### src/rtl/cave_input_mapper.sv
// Keyboard/joystick front end for the Cave core. It decodes ps2_key events into held-key state,
// merges that state with the HPS joystick words, and registers the per-player buses for Main.
module cave_input_mapper #(
  parameter int          NUM_PLAYERS  = 2,
  parameter int          JOY_WIDTH    = 11,
  parameter logic [15:0] COIN_HOLD    = 16'd50000,
  parameter int          PAUSE_TOGGLE = 0
) (
  input  logic                     clock,
  input  logic                     reset,
  input  logic [10:0]              ps2_key,
  input  logic [JOY_WIDTH-1:0]     joystick_0,
  input  logic [JOY_WIDTH-1:0]     joystick_1,
  output logic [NUM_PLAYERS*10-1:0] player,
  output logic [1:0]               service
);

  logic       prev_tog;
  logic       key_event;
  logic [9:0] key_p1;
  logic [8:0] key_p2;
  logic       svc1_key;
  logic       svc2_key;
  logic       unused_inputs;

  // Reorders a joystick word {pause..b1,U,D,L,R} into the output order {pause..b1,R,L,D,U}.
  function automatic logic [9:0] joy_map(input logic [9:0] j);
    return {j[9:4], j[0], j[1], j[2], j[3]};
  endfunction

  assign key_event     = ps2_key[10] != prev_tog;
  assign unused_inputs = ^{joystick_0, joystick_1, key_p2};

  always_ff @(posedge clock) begin
    // prev_tog tracks the toggle during reset too, so no event is decoded when reset is released.
    prev_tog <= ps2_key[10];
    if (reset) begin
      key_p1   <= '0;
      key_p2   <= '0;
      svc1_key <= 1'b0;
      svc2_key <= 1'b0;
    end else if (key_event) begin
      if (ps2_key[8]) begin
        case (ps2_key[7:0])
          8'h75:   key_p1[0] <= ps2_key[9];
          8'h72:   key_p1[1] <= ps2_key[9];
          8'h6B:   key_p1[2] <= ps2_key[9];
          8'h74:   key_p1[3] <= ps2_key[9];
          8'h14:   key_p1[4] <= ps2_key[9];
          default: ;
        endcase
      end else begin
        case (ps2_key[7:0])
          8'h14:   key_p1[4] <= ps2_key[9];
          8'h11:   key_p1[5] <= ps2_key[9];
          8'h29:   key_p1[6] <= ps2_key[9];
          8'h16:   key_p1[7] <= ps2_key[9];
          8'h2E:   key_p1[8] <= ps2_key[9];
          8'h4D:   key_p1[9] <= ps2_key[9];
          8'h2D:   key_p2[0] <= ps2_key[9];
          8'h2B:   key_p2[1] <= ps2_key[9];
          8'h23:   key_p2[2] <= ps2_key[9];
          8'h34:   key_p2[3] <= ps2_key[9];
          8'h1C:   key_p2[4] <= ps2_key[9];
          8'h1B:   key_p2[5] <= ps2_key[9];
          8'h15:   key_p2[6] <= ps2_key[9];
          8'h1E:   key_p2[7] <= ps2_key[9];
          8'h36:   key_p2[8] <= ps2_key[9];
          8'h46:   svc1_key  <= ps2_key[9];
          8'h45:   svc2_key  <= ps2_key[9];
          default: ;
        endcase
      end
    end
  end

  always_ff @(posedge clock) begin
    if (reset) service <= '0;
    else       service <= {svc2_key, svc1_key};
  end

  for (genvar p = 0; p < NUM_PLAYERS; p++) begin : g_player
    logic [9:0]  raw;
    logic [9:0]  out_q;
    logic [15:0] cnt;
    logic        coin_prev;
    logic        pause_prev;
    logic        pause_latch;
    logic        coin_rise;
    logic        pause_rise;
    logic        coin_next;
    logic        pause_next;

    if (p == 0) begin : g_p1
      assign raw = key_p1 | joy_map(joystick_0[9:0]);
    end else begin : g_p2
      assign raw = {1'b0, key_p2} | joy_map(joystick_1[9:0]);
    end

    // Edge-driven outputs use the post-edge value, keeping them on the same 1-clock latency as raw bits.
    always_comb begin
      coin_rise  = raw[8] & ~coin_prev;
      pause_rise = raw[9] & ~pause_prev;
      coin_next  = raw[8] | (cnt != '0);
      pause_next = (PAUSE_TOGGLE != 0) ? (pause_latch ^ pause_rise) : raw[9];
    end

    always_ff @(posedge clock) begin
      if (reset) begin
        coin_prev   <= 1'b0;
        pause_prev  <= 1'b0;
        pause_latch <= 1'b0;
        cnt         <= '0;
        out_q       <= '0;
      end else begin
        coin_prev  <= raw[8];
        pause_prev <= raw[9];
        if (pause_rise) pause_latch <= ~pause_latch;
        if (coin_rise)        cnt <= COIN_HOLD;
        else if (cnt != '0)   cnt <= cnt - 16'd1;
        out_q <= {pause_next, coin_next, raw[7:0]};
      end
    end

    assign player[p*10 +: 10] = out_q;
  end

endmodule

### config.mk
export PLATFORM = sky130hd
export DESIGN_NAME = cave_input_mapper
export DESIGN_NICKNAME = d
export VERILOG_FILES = /design/src/rtl/cave_input_mapper.sv
export SDC_FILE = /design/constraint.sdc
export NUM_CORES = 1
export LEC_CHECK = 0
export CAP_MARGIN = 20
export CORE_UTILIZATION = 45
export DETAILED_ROUTE_END_ITERATION = 6
export PLACE_DENSITY = 0.76
export SKIP_CTS_REPAIR_TIMING = 1
export SYNTH_ARGS = -nofsm -noshare
export SYNTH_HDL_FRONTEND = slang
export SYNTH_SLANG_ARGS = --single-unit
export TNS_END_PERCENT = 30
### constraint.sdc
create_clock -name clock -period 5.7 [get_ports clock]
set_input_delay 0.57 -clock clock [delete_from_list [all_inputs] [get_ports clock]]
set_output_delay 0.57 -clock clock [all_outputs]
set_load 0.01 [all_outputs]
Word-level counts from Yosys, hierarchy flattened
Cells that the tools add are included.
- register bits after elaboration: 78
- latch bits: 0
- bits in writable memories: 0
- ROM bits: 0
- input port bits: 35
- output and inout port bits: 22
- logic and storage cells: 95
- memories: 0
- $add $sub $neg: 2
- $mul: 0
- divide/modulo/power cells: 0
- magnitude comparators: 0
- eq/ne operators: 22
- shifts and indexed selects: 0
- multiplexer cells: 4
- bitwise operators: 9
- reductions and logical operators: 27
- operator list (kind ; number):
    16-bit two-way mux ; 4
    3-bit AND reduction ; 20
    8-bit by 5-bit equality test with 1-bit output (second input constant) ; 7
    8-bit by 6-bit equality test with 1-bit output (second input constant) ; 7
    8-bit by 7-bit equality test with 1-bit output (second input constant) ; 7
    16-bit nonzero test ; 2
    16-bit by 1-bit subtractor with 16-bit output (second input constant) ; 2
    10-bit OR ; 1
    9-bit by 10-bit OR with 10-bit output ; 1
    2-bit nonzero test ; 2
    2-bit OR reduction ; 2
    1-bit NOT ; 3
    1-bit bitwise AND ; 2
    1-bit OR ; 2
    2-bit AND reduction ; 1
    1-bit inequality test ; 1

Longest topological paths before layout
- depth in word-level cells: 3
- mapped depth: 7
- gate-level depth less buffers: 6

Worst setup path before layout
OpenSTA, ideal clock, no wires.
- path kind: in2reg
- from: input ps2_key[5]
- to: register key_p2[4]
- setup time: 0.132 ns
- arrival time: 1.848 ns
- required time: 5.568 ns
- setup slack: 3.720 ns
- stages: 4
- buffers on the path: 0
- cell sequence: or3b_2 nor4_1 nand4_1 mux2i_1
- longest elaborated chain between the ends: 2
- RTL lines (item ; line ; source):
    start: declaration ; 11 ; input logic [10:0] ps2_key,
    8-bit by 5-bit equality test with 1-bit output ; 53 ; case (ps2_key[7:0])
    3-bit AND reduction (no source line) ; - ;
    end signal: assignment ; 64 ; 8'h1C: key_p2[4] <= ps2_key[9];
    end: declaration ; 21 ; logic [8:0] key_p2;
Every way passes these cells.
A chain may end at the register's enable or synchronous reset.

Worst setup path in the final report
- from: input ps2_key[4]
- to: register key_p2[4]
Same word-level chain as after synthesis.

==> impl_metrics.env <==
export IMPL_outcome="complete, no violations"
export IMPL_tightest_slew_ps=961
export IMPL_start_kind="primary input"
export IMPL_clkLatencyLatePin_ps=350
export IMPL_postSynth_asyncResetShare=0
export IMPL_path_clk_slew_ps=80
export IMPL_synth_largest_area_cell="dfxtp_1"
export IMPL_fin_crit_sh=0.442
export IMPL_viasPerCell=5.65
export IMPL_drc=0
export IMPL_worstPathArrival_ps=2740
export IMPL_crit_fanout=8
export IMPL_rsz0062_at_grt="no"
export IMPL_synth_cell_types=49
export IMPL_fp_dieH_um=90.1
export IMPL_synth_avg_cell_area_um2=8.62
export IMPL_cts_sinks=78
export IMPL_fp_dieW_um=90.1
export IMPL_nFillCells=657
export IMPL_grt_pass1_wl_um=13200
export IMPL_cts_buffer_depth=2
export IMPL_root_buffer="clkbuf_8"
export IMPL_start_util=0.474
export IMPL_dominantRegCellSynth="dfxtp_1"
export IMPL_synth_area_leaders="dfxtp_1 45%, nor2_1 6.3%, a21oi_1 4.9%, mux2i_1 3.4%, nand4_1 3.0%"
export IMPL_grt_use_total=0.196
export IMPL_fmax_mhz=397
export IMPL_drt_iter0_drc=215
export IMPL_gp_congestion=0.869
export IMPL_drv_slew=0
export IMPL_fin_nets=493
export IMPL_h_tree_depth=3
export IMPL_seq_area_frac_synth=0.447
export IMPL_worst_endpoint_required_ps=5920
export IMPL_final_layout_size_suffix_gt1_frac=0.0933
export IMPL_drv_cap=0
export IMPL_hpwl_um=5320
export IMPL_num_io_pins=57
export IMPL_dp_slack_ps=2790
export IMPL_numCtsBuffers=9
export IMPL_areaGrowthSynthToFinish_pct=23.9
export IMPL_num_rows=31
export IMPL_hp_class="register to register"
export IMPL_netlist_instances=405
export IMPL_setup_slack_ps=3180
export IMPL_synth_nets=442
export IMPL_endpoint_kind="register"
export IMPL_cts_tree="done"
export IMPL_ir_drop_mv=0.147
export IMPL_crit_type="primary input to register"
export IMPL_antenna_found_initial=0
export IMPL_ys_warn_count=0
export IMPL_power_leakage_nw=1.63
export IMPL_grt_pass1_vias=2834
export IMPL_final_min_clock_period_ps=2520
export IMPL_grt_max_degree=64
export IMPL_synth_edf_count=0
export IMPL_netlist_area_um2=3490
export IMPL_yosysTopAreaCellShare=0.447
export IMPL_grt_ovfl_total=0
export IMPL_ant_nets=0
export IMPL_max_slew_margin_rel=0.354
export IMPL_fin_tns_setup_ps=0
export IMPL_portBuffers=54
export IMPL_wl_per_cell_um=13.7
export IMPL_core_area_um2=7370
export IMPL_p_per_area_nw_per_um2=314
export IMPL_layout_commonest_cell="dfxtp_1"
export IMPL_setup_viol=0
export IMPL_n_antenna_cell=0
export IMPL_hold_viol_final=0
export IMPL_vias=3164
export IMPL_wl_um=7650
export IMPL_final_cell_mix="78 x dfxtp_1, 59 x nor2_1, 53 x clkdlybuf4s50_1"
export IMPL_die_area_um2=8120
export IMPL_ys_seq_elements=78
export IMPL_drt_pass1_iterations=5
export IMPL_clock_skew_ps=7.72
synth_stat cells (all sizes together), types with 11 or more instances:
| cell type | count |
|---|---|
| or4 | 12 |
| nand2 | 20 |
| clkbuf | 15 |
| nand4 | 17 |
| o21ai | 12 |
| a21oi | 34 |
| nor4 | 11 |
| nor2 | 59 |
| mux2i | 12 |
| dfxtp | 78 |
| nand2b | 16 |
| or3 | 14 |
power breakdown:
group / switching, W / leakage (nW) / internal, W / total [W]
clock: 0.000207 / 0.108 / 0.000257 / 0.000464
sequential: 0.0000379 / 0.641 / 0.000582 / 0.000620
combinational: 0.000147 / 0.879 / 0.000127 / 0.000274
through the flow:
stage | power, W | instance area (um2) | std cells | hold slack [ps] | utilization
floorplan | 0.000817 | 3490 | 405 | 417 | -
global placement | 0.000894 | 4100 | 543 | 429 | 0.556
detailed placement | 0.000902 | 4100 | 543 | 442 | 0.556
CTS | 0.00136 | 4320 | 559 | 455 | 0.586
global route | 0.00143 | 4330 | 560 | 475 | 0.587
finish | 0.00136 | 4330 | 560 | 447 | 0.587
routing by layer:
metal	up-vias	track usage	part of all wire	routed length, um
li1	1592	-	-	-
met1	1465	0.270	0.47	3630
met2	91	0.305	0.46	3480
met3	16	0.0296	0.049	375
met4	0	0.0860	0.021	161
met5	-	0	0	0
worst max-delay path, stage by stage:
cell and delay [ps]:
clkdlybuf4s50_1 590, or3b_2 480, nor4_1 690, nand4_1 240, mux2i_1 170
layout make-up:
class,count,area (um2),area share
multi-input cells,301,1830,0.424
clock inverters,6,85.1,0.0197
inverters,10,37.5,0.00868
repair buffers,56,548,0.127
well taps,99,124,0.0286
clock buffers,10,138,0.0318
flip-flops and latches,78,1560,0.361
sequential cells by signal (all words and copies together) (netlist names):
register,cells
key_p2,9
svc2_key,1
g_player.out_q,20
g_player.coin_prev,2
service,2
key_p1,10
g_player.cnt,32
svc1_key,1
prev_tog,1
final timing paths:
kind	startpoint	endpoint	slack, ps	depth (start not counted)
setup / recovery	ps2_key[4]	key_p2[4]$_SDFFE_PP0P_	3180	5
hold / removal	svc1_key$_SDFFE_PP0P_	service[0]$_SDFF_PP0_	450	2
setup reg to reg	g_player[1].cnt[0]$_SDFFE_PP0P_	g_player[1].cnt[1]$_SDFFE_PP0P_	3560	6
hold reg to reg	svc1_key$_SDFFE_PP0P_	service[0]$_SDFF_PP0_	450	2
kinds of logic after synthesis:
kind of cell               after synthesis  synth area share
and+or+nand+nor                        206             0.338
adders and majority gates                2           0.00716
DFF                                     78             0.447
buffers and inverters                   26            0.0279
xor gates and xnor gates                 3           0.00753
muxes                                   13            0.0376
AOI/OAI and AO/OA                       77             0.135
No activity file was read; power rests on OpenSTA's default activity.
